**src/rtl/axi_sram_arbiter.sv**
```systemverilog
// rtl/axi_sram_arbiter.sv - 2:1 AXI4 read/write arbiter in front of the SRAM slave (optional AXI_ARB_QOS_EN)
module axi_sram_arbiter #(
  parameter int ID_W   = 4,
  parameter int ADDR_W = 31,
  parameter int DATA_W = 64
) (
  input  logic                axi4_aclk,
  input  logic                axi4_aresetn,
  // master 0
  input  logic [ID_W-1:0]     axi4_s0_awid,
  input  logic [ADDR_W-1:0]   axi4_s0_awaddr,
  input  logic [7:0]          axi4_s0_awlen,
  input  logic [2:0]          axi4_s0_awsize,
  input  logic [1:0]          axi4_s0_awburst,
  input  logic [3:0]          axi4_s0_awqos,
  input  logic                axi4_s0_awvalid,
  output logic                axi4_s0_awready,
  input  logic [DATA_W-1:0]   axi4_s0_wdata,
  input  logic [DATA_W/8-1:0] axi4_s0_wstrb,
  input  logic                axi4_s0_wlast,
  input  logic                axi4_s0_wvalid,
  output logic                axi4_s0_wready,
  output logic [ID_W-1:0]     axi4_s0_bid,
  output logic [1:0]          axi4_s0_bresp,
  output logic                axi4_s0_bvalid,
  input  logic                axi4_s0_bready,
  input  logic [ID_W-1:0]     axi4_s0_arid,
  input  logic [ADDR_W-1:0]   axi4_s0_araddr,
  input  logic [7:0]          axi4_s0_arlen,
  input  logic [2:0]          axi4_s0_arsize,
  input  logic [1:0]          axi4_s0_arburst,
  input  logic [3:0]          axi4_s0_arqos,
  input  logic                axi4_s0_arvalid,
  output logic                axi4_s0_arready,
  output logic [ID_W-1:0]     axi4_s0_rid,
  output logic [DATA_W-1:0]   axi4_s0_rdata,
  output logic [1:0]          axi4_s0_rresp,
  output logic                axi4_s0_rlast,
  output logic                axi4_s0_rvalid,
  input  logic                axi4_s0_rready,
  // master 1
  input  logic [ID_W-1:0]     axi4_s1_awid,
  input  logic [ADDR_W-1:0]   axi4_s1_awaddr,
  input  logic [7:0]          axi4_s1_awlen,
  input  logic [2:0]          axi4_s1_awsize,
  input  logic [1:0]          axi4_s1_awburst,
  input  logic [3:0]          axi4_s1_awqos,
  input  logic                axi4_s1_awvalid,
  output logic                axi4_s1_awready,
  input  logic [DATA_W-1:0]   axi4_s1_wdata,
  input  logic [DATA_W/8-1:0] axi4_s1_wstrb,
  input  logic                axi4_s1_wlast,
  input  logic                axi4_s1_wvalid,
  output logic                axi4_s1_wready,
  output logic [ID_W-1:0]     axi4_s1_bid,
  output logic [1:0]          axi4_s1_bresp,
  output logic                axi4_s1_bvalid,
  input  logic                axi4_s1_bready,
  input  logic [ID_W-1:0]     axi4_s1_arid,
  input  logic [ADDR_W-1:0]   axi4_s1_araddr,
  input  logic [7:0]          axi4_s1_arlen,
  input  logic [2:0]          axi4_s1_arsize,
  input  logic [1:0]          axi4_s1_arburst,
  input  logic [3:0]          axi4_s1_arqos,
  input  logic                axi4_s1_arvalid,
  output logic                axi4_s1_arready,
  output logic [ID_W-1:0]     axi4_s1_rid,
  output logic [DATA_W-1:0]   axi4_s1_rdata,
  output logic [1:0]          axi4_s1_rresp,
  output logic                axi4_s1_rlast,
  output logic                axi4_s1_rvalid,
  input  logic                axi4_s1_rready,
  // SRAM slave side
  output logic [ID_W-1:0]     axi4_mst_awid,
  output logic [ADDR_W-1:0]   axi4_mst_awaddr,
  output logic [7:0]          axi4_mst_awlen,
  output logic [2:0]          axi4_mst_awsize,
  output logic [1:0]          axi4_mst_awburst,
  output logic [3:0]          axi4_mst_awqos,
  output logic                axi4_mst_awvalid,
  input  logic                axi4_mst_awready,
  output logic [DATA_W-1:0]   axi4_mst_wdata,
  output logic [DATA_W/8-1:0] axi4_mst_wstrb,
  output logic                axi4_mst_wlast,
  output logic                axi4_mst_wvalid,
  input  logic                axi4_mst_wready,
  input  logic [ID_W-1:0]     axi4_mst_bid,
  input  logic [1:0]          axi4_mst_bresp,
  input  logic                axi4_mst_bvalid,
  output logic                axi4_mst_bready,
  output logic [ID_W-1:0]     axi4_mst_arid,
  output logic [ADDR_W-1:0]   axi4_mst_araddr,
  output logic [7:0]          axi4_mst_arlen,
  output logic [2:0]          axi4_mst_arsize,
  output logic [1:0]          axi4_mst_arburst,
  output logic [3:0]          axi4_mst_arqos,
  output logic                axi4_mst_arvalid,
  input  logic                axi4_mst_arready,
  input  logic [ID_W-1:0]     axi4_mst_rid,
  input  logic [DATA_W-1:0]   axi4_mst_rdata,
  input  logic [1:0]          axi4_mst_rresp,
  input  logic                axi4_mst_rlast,
  input  logic                axi4_mst_rvalid,
  output logic                axi4_mst_rready
);

  typedef enum logic [1:0] {W_IDLE, W_XFER, W_RESP} wr_state_t;
  typedef enum logic [1:0] {R_IDLE, R_ADDR, R_DATA} rd_state_t;

  wr_state_t wr_state, wr_state_n;
  rd_state_t rd_state, rd_state_n;
  logic      wr_gnt, wr_gnt_n, wr_ptr, wr_ptr_n;
  logic      aw_done, aw_done_n, w_done, w_done_n;
  logic      rd_gnt, rd_gnt_n, rd_ptr, rd_ptr_n;
  logic      wr_pick, rd_pick;
  logic      wr_xfer, wr_resp, rd_addr, rd_data;

  assign wr_xfer = (wr_state == W_XFER);
  assign wr_resp = (wr_state == W_RESP);
  assign rd_addr = (rd_state == R_ADDR);
  assign rd_data = (rd_state == R_DATA);

  // Winner for the next grant: lone requester wins, contention goes to the master that did not win last
  always_comb begin
    wr_pick = axi4_s1_awvalid & ~axi4_s0_awvalid;
    rd_pick = axi4_s1_arvalid & ~axi4_s0_arvalid;
    if (axi4_s0_awvalid && axi4_s1_awvalid) begin
      wr_pick = ~wr_ptr;
`ifdef AXI_ARB_QOS_EN
      if (axi4_s0_awqos != axi4_s1_awqos) wr_pick = (axi4_s1_awqos > axi4_s0_awqos);
`endif
    end
    if (axi4_s0_arvalid && axi4_s1_arvalid) begin
      rd_pick = ~rd_ptr;
`ifdef AXI_ARB_QOS_EN
      if (axi4_s0_arqos != axi4_s1_arqos) rd_pick = (axi4_s1_arqos > axi4_s0_arqos);
`endif
    end
  end

`ifndef AXI_ARB_QOS_EN
  logic unused_qos;
  assign unused_qos = ^{axi4_s0_awqos, axi4_s1_awqos, axi4_s0_arqos, axi4_s1_arqos};
`endif

  // Write FSM next state: AW and W progress independently inside W_XFER
  always_comb begin
    wr_state_n = wr_state;
    wr_gnt_n   = wr_gnt;
    wr_ptr_n   = wr_ptr;
    aw_done_n  = aw_done;
    w_done_n   = w_done;
    case (wr_state)
      W_IDLE: begin
        if (axi4_s0_awvalid || axi4_s1_awvalid) begin
          wr_gnt_n   = wr_pick;
          wr_ptr_n   = wr_pick;
          aw_done_n  = 1'b0;
          w_done_n   = 1'b0;
          wr_state_n = W_XFER;
        end
      end
      W_XFER: begin
        if (axi4_mst_awvalid && axi4_mst_awready) aw_done_n = 1'b1;
        if (axi4_mst_wvalid && axi4_mst_wready && axi4_mst_wlast) w_done_n = 1'b1;
        if (aw_done_n && w_done_n) wr_state_n = W_RESP;
      end
      W_RESP: begin
        if (axi4_mst_bvalid && axi4_mst_bready) wr_state_n = W_IDLE;
      end
      default: wr_state_n = W_IDLE;
    endcase
  end

  // Read FSM next state
  always_comb begin
    rd_state_n = rd_state;
    rd_gnt_n   = rd_gnt;
    rd_ptr_n   = rd_ptr;
    case (rd_state)
      R_IDLE: begin
        if (axi4_s0_arvalid || axi4_s1_arvalid) begin
          rd_gnt_n   = rd_pick;
          rd_ptr_n   = rd_pick;
          rd_state_n = R_ADDR;
        end
      end
      R_ADDR: begin
        if (axi4_mst_arvalid && axi4_mst_arready) rd_state_n = R_DATA;
      end
      R_DATA: begin
        if (axi4_mst_rvalid && axi4_mst_rready && axi4_mst_rlast) rd_state_n = R_IDLE;
      end
      default: rd_state_n = R_IDLE;
    endcase
  end

  // State, grant and round-robin pointer registers
  always_ff @(posedge axi4_aclk) begin
    if (!axi4_aresetn) begin
      wr_state <= W_IDLE;
      wr_gnt   <= 1'b0;
      wr_ptr   <= 1'b0;
      aw_done  <= 1'b0;
      w_done   <= 1'b0;
      rd_state <= R_IDLE;
      rd_gnt   <= 1'b0;
      rd_ptr   <= 1'b0;
    end else begin
      wr_state <= wr_state_n;
      wr_gnt   <= wr_gnt_n;
      wr_ptr   <= wr_ptr_n;
      aw_done  <= aw_done_n;
      w_done   <= w_done_n;
      rd_state <= rd_state_n;
      rd_gnt   <= rd_gnt_n;
      rd_ptr   <= rd_ptr_n;
    end
  end

  // AW/W request muxes, gated by phase so nothing leaks before the grant registers
  assign axi4_mst_awid    = wr_gnt ? axi4_s1_awid    : axi4_s0_awid;
  assign axi4_mst_awaddr  = wr_gnt ? axi4_s1_awaddr  : axi4_s0_awaddr;
  assign axi4_mst_awlen   = wr_gnt ? axi4_s1_awlen   : axi4_s0_awlen;
  assign axi4_mst_awsize  = wr_gnt ? axi4_s1_awsize  : axi4_s0_awsize;
  assign axi4_mst_awburst = wr_gnt ? axi4_s1_awburst : axi4_s0_awburst;
  assign axi4_mst_awqos   = 4'd0;
  assign axi4_mst_awvalid = wr_xfer & ~aw_done & (wr_gnt ? axi4_s1_awvalid : axi4_s0_awvalid);
  assign axi4_s0_awready  = wr_xfer & ~aw_done & ~wr_gnt & axi4_mst_awready;
  assign axi4_s1_awready  = wr_xfer & ~aw_done &  wr_gnt & axi4_mst_awready;

  assign axi4_mst_wdata   = wr_gnt ? axi4_s1_wdata : axi4_s0_wdata;
  assign axi4_mst_wstrb   = wr_gnt ? axi4_s1_wstrb : axi4_s0_wstrb;
  assign axi4_mst_wlast   = wr_gnt ? axi4_s1_wlast : axi4_s0_wlast;
  assign axi4_mst_wvalid  = wr_xfer & ~w_done & (wr_gnt ? axi4_s1_wvalid : axi4_s0_wvalid);
  assign axi4_s0_wready   = wr_xfer & ~w_done & ~wr_gnt & axi4_mst_wready;
  assign axi4_s1_wready   = wr_xfer & ~w_done &  wr_gnt & axi4_mst_wready;

  // B response routing: payload broadcast, valid only to the granted master
  assign axi4_s0_bid      = axi4_mst_bid;
  assign axi4_s0_bresp    = axi4_mst_bresp;
  assign axi4_s1_bid      = axi4_mst_bid;
  assign axi4_s1_bresp    = axi4_mst_bresp;
  assign axi4_s0_bvalid   = wr_resp & ~wr_gnt & axi4_mst_bvalid;
  assign axi4_s1_bvalid   = wr_resp &  wr_gnt & axi4_mst_bvalid;
  assign axi4_mst_bready  = wr_resp & (wr_gnt ? axi4_s1_bready : axi4_s0_bready);

  // AR request mux
  assign axi4_mst_arid    = rd_gnt ? axi4_s1_arid    : axi4_s0_arid;
  assign axi4_mst_araddr  = rd_gnt ? axi4_s1_araddr  : axi4_s0_araddr;
  assign axi4_mst_arlen   = rd_gnt ? axi4_s1_arlen   : axi4_s0_arlen;
  assign axi4_mst_arsize  = rd_gnt ? axi4_s1_arsize  : axi4_s0_arsize;
  assign axi4_mst_arburst = rd_gnt ? axi4_s1_arburst : axi4_s0_arburst;
  assign axi4_mst_arqos   = 4'd0;
  assign axi4_mst_arvalid = rd_addr & (rd_gnt ? axi4_s1_arvalid : axi4_s0_arvalid);
  assign axi4_s0_arready  = rd_addr & ~rd_gnt & axi4_mst_arready;
  assign axi4_s1_arready  = rd_addr &  rd_gnt & axi4_mst_arready;

  // R data routing
  assign axi4_s0_rid      = axi4_mst_rid;
  assign axi4_s0_rdata    = axi4_mst_rdata;
  assign axi4_s0_rresp    = axi4_mst_rresp;
  assign axi4_s0_rlast    = axi4_mst_rlast;
  assign axi4_s1_rid      = axi4_mst_rid;
  assign axi4_s1_rdata    = axi4_mst_rdata;
  assign axi4_s1_rresp    = axi4_mst_rresp;
  assign axi4_s1_rlast    = axi4_mst_rlast;
  assign axi4_s0_rvalid   = rd_data & ~rd_gnt & axi4_mst_rvalid;
  assign axi4_s1_rvalid   = rd_data &  rd_gnt & axi4_mst_rvalid;
  assign axi4_mst_rready  = rd_data & (rd_gnt ? axi4_s1_rready : axi4_s0_rready);

endmodule
```
**config.mk**
```make
export PLATFORM = sky130hd
export DESIGN_NAME = axi_sram_arbiter
export DESIGN_NICKNAME = d
export VERILOG_FILES = /design/src/rtl/axi_sram_arbiter.sv
export SDC_FILE = /design/constraint.sdc
export NUM_CORES = 1
export LEC_CHECK = 0
export CORE_AREA = 2 2 313 315
export DETAILED_ROUTE_END_ITERATION = 10
export DIE_AREA = 0 0 315 317
export PLACE_DENSITY_LB_ADDON = 0.05
export SLEW_MARGIN = 30
export SYNTH_ARGS = -nofsm -noshare
export SYNTH_HDL_FRONTEND = slang
export SYNTH_SLANG_ARGS = --single-unit
```
**constraint.sdc**
```tcl
create_clock -name axi4_aclk -period 4.2 [get_ports axi4_aclk]
set_clock_uncertainty 0.2 [all_clocks]
set_input_delay 1.05 -clock axi4_aclk [delete_from_list [all_inputs] [get_ports axi4_aclk]]
set_output_delay 1.05 -clock axi4_aclk [all_outputs]
set_load 0.01 [all_outputs]
```
==> results.cfg <==
[die]
core_area_um2 = 96300
row_count = 114
die_area_um2 = 99900
ios = 794
die_h_um = 317
start_util_pct = 3.98
die_x_um = 315

[grt]
grt_usage_pct = 6.56
grt_overflow = 0
grt_pass1_vias = 4951
grt_first_pass_wirelength_mm = 44.4
grt_start_max_net_pins = 36
antenna_found_initial = 14

[power_and_ir_drop]
cellPowerDensity_nw_per_um2 = 144
p_int_uw = 943
p_clk_share_pct = 12.8
power.leakage_uw = 0.00305
irDropWorstVdd_mv = 0.0835
p_seq_share_pct = 7.2
p_sw_share_pct = 32.3
netSwitchingPower_uw = 450
p_comb_share_pct = 79.9

[detailed_routing]
route.detailed.drc = 0
wl_per_cell_um = 16.9
drt-pass1-iter-count = 4
num_vias = 4494
vias_per_cell = 2.16
initialDrtViolationCount = 53
antenna_left = 0
drt-total-wl_mm = 35.2

[clock_tree]
cts.sinks = 8
cts_resized = 0
cts_buffer_depth = 2
numCtsBuffers = 3
cts.clk_slew.worst_paths_ps = 40
htreeDepth = 1
clock_latency_ps = 240
cts_tree = done
hold_buffers = 0
post_cts_buffers = 0
cts_root_buf = clkbuf_16

[finish]
nFillCells = 11146
utilization_pct = 10.0
ff_latch_area_um2 = 165
num_antenna_cells = 0
drive_gt1_share_pct = 23.3
multi_input_area_um2 = 2320
final_cell_mix = 541 x clkdlybuf4s50_1, 169 x mux2_2, 10 x nor2_1
layout_commonest_cell = clkdlybuf4s50_1
nNetsFinal = 1253
syn_to_final_growth_pct = 152

[setup_path]
crit_path_max_fanout = 3
arrival_ps = 2730
cp-start-kind = input pin
crit_type = input pin to output port
max_stage_delay_ps = 630
cp.required_ps = 2950
endpoint_kind = output port
cp_slowest_cell = clkdlybuf4s50_1
path_cells = clkdlybuf4s50_1 > inv_1 > nor4_1 > buf_4 > clkdlybuf4s50_1
path_common_cell = clkdlybuf4s50_1
regToRegSetupSlack_ps = 2010

[placement]
port_buffers = 541
dp.final_hpwl_mm = 32.1
place.gp.congestion = 0.658

[min_path]
min_path_type = register to register

[timing]
max_freq_ghz = 0.251
final_hold_viol_count = 0
maxSlewViolCount = 0
fin_crit_sh_pct = 94.7
post-route-min-period_ps = 3980
rsz0062_at_grt = false
setup_violations = 0
whs_ps = 290
fin_tns_setup_ps = 0

[synthesis]
synth_cells = 427
yosys.area_share.simple_pct = 5.52
synth_fa_ha_area_share_pct = 0
synth.area.mux_share_pct = 51.0
syn_area_um2 = 3830
synth_xor_area_share_pct = 0
ys_seq_area_share_pct = 4.18
synth_seq_cells = 8
syn_avg_cell_area_um2 = 8.98
synth-compound-area-share_pct = 3.10
ys_types = 35
synth_top_family_by_area = multiplexers
yosysWarnings = 0

[run_status]
outcome = completed

[flow_run]
max_cap_violations = 0
==> area by class of cell <==
cell class	instances	share of cell area [%]
repair buffers	549	56.8
multi-input cells	238	24.0
well taps	1276	16.5
flip-flops and latches	8	1.71
clock buffers	4	0.816
inverters	5	0.194
==> stage by stage <==
step	power, uW	cells	area (um^2)	worst slack (ps)
finish	1390	2080	9660	223
detailed placement	1250	2076	9590	115
CTS	1440	2080	9660	112
global placement	1260	2076	9590	170
global route	1490	2080	9660	34.8
floorplan	630	434	3860	1440
==> power by group through the flow <==
stage / Combinational (uW) / Sequential, uW / Clock [uW]
finish: 1110 / 100 / 179
global route: 1200 / 104 / 195
CTS: 1150 / 103 / 190
detailed placement: 1140 / 104 / 0
global placement: 1160 / 104 / 0
floorplan: 540 / 90.0 / 0
==> path summary, 6_finish.rpt <==
kind	start	to	cells after the start
worst max register to register	wr_ptr	wr_state[0]	5
worst min-delay path	wr_state[1]	wr_state[0]	1
worst min register to register	wr_state[1]	wr_state[0]	1
worst max-delay path	axi4_mst_wready	axi4_s1_wready	5
==> registers in the layout, summed over array words and instances, names as in the netlist <==
signal,count
wr_ptr,1
rd_ptr,1
wr_state,2
aw_done,1
w_done,1
rd_state,2
==> routing by layer <==
| metal | up-vias | track usage, % | share of wire (%) |
|---|---|---|---|
| met1 | 1952 | 6.15 | 32 |
| met4 | 24 | 1.63 | 2.4 |
| met3 | 104 | 4.57 | 15 |
| met2 | 345 | 11.5 | 50 |
| li1 | 2069 | - | - |
| met5 | - | 0 | 0.42 |
==> cells by family (layout without fill, tap and decap cells) <==
group | count (synthesis) | in the layout
and+or+nand+nor | 39 | 39
other | 1 | 8
buffers and inverters | 188 | 558
AOI/OAI and AO/OA | 17 | 17
DFF | 8 | 8
muxes | 174 | 174
==> synth_stat cells (all sizes together) <==
cell type  count  area share (%)
nor2b          4            0.65
a211oi         2            0.52
o221a          1            0.29
and4b          1            0.26
nand3b         2            0.39
mux2         169              50
buf          183              36
and3           1            0.16
nor3b          1            0.20
a21oi          5            0.65
a311oi         1            0.23
nand2          8            0.78
o211ai         1            0.20
a31oi          1            0.16
nand3          1            0.13
nor2          10            0.98
nor4           5            0.98
dfxtp          8             4.2
o221ai         1            0.23
o41ai          1            0.23
inv            5            0.49
conb           1           0.098
mux2i          5             1.4
o21ai          3            0.39
a21o           1            0.20
nor3           4            0.65
nand2b         2            0.33
==> critical path: cells and delay by family <==
kind | cells | cell delay (ps)
AND/OR/NAND/NOR | 1 | 300
buffers and inverters | 4 | 1380
(Power assumes the default switching activity.)
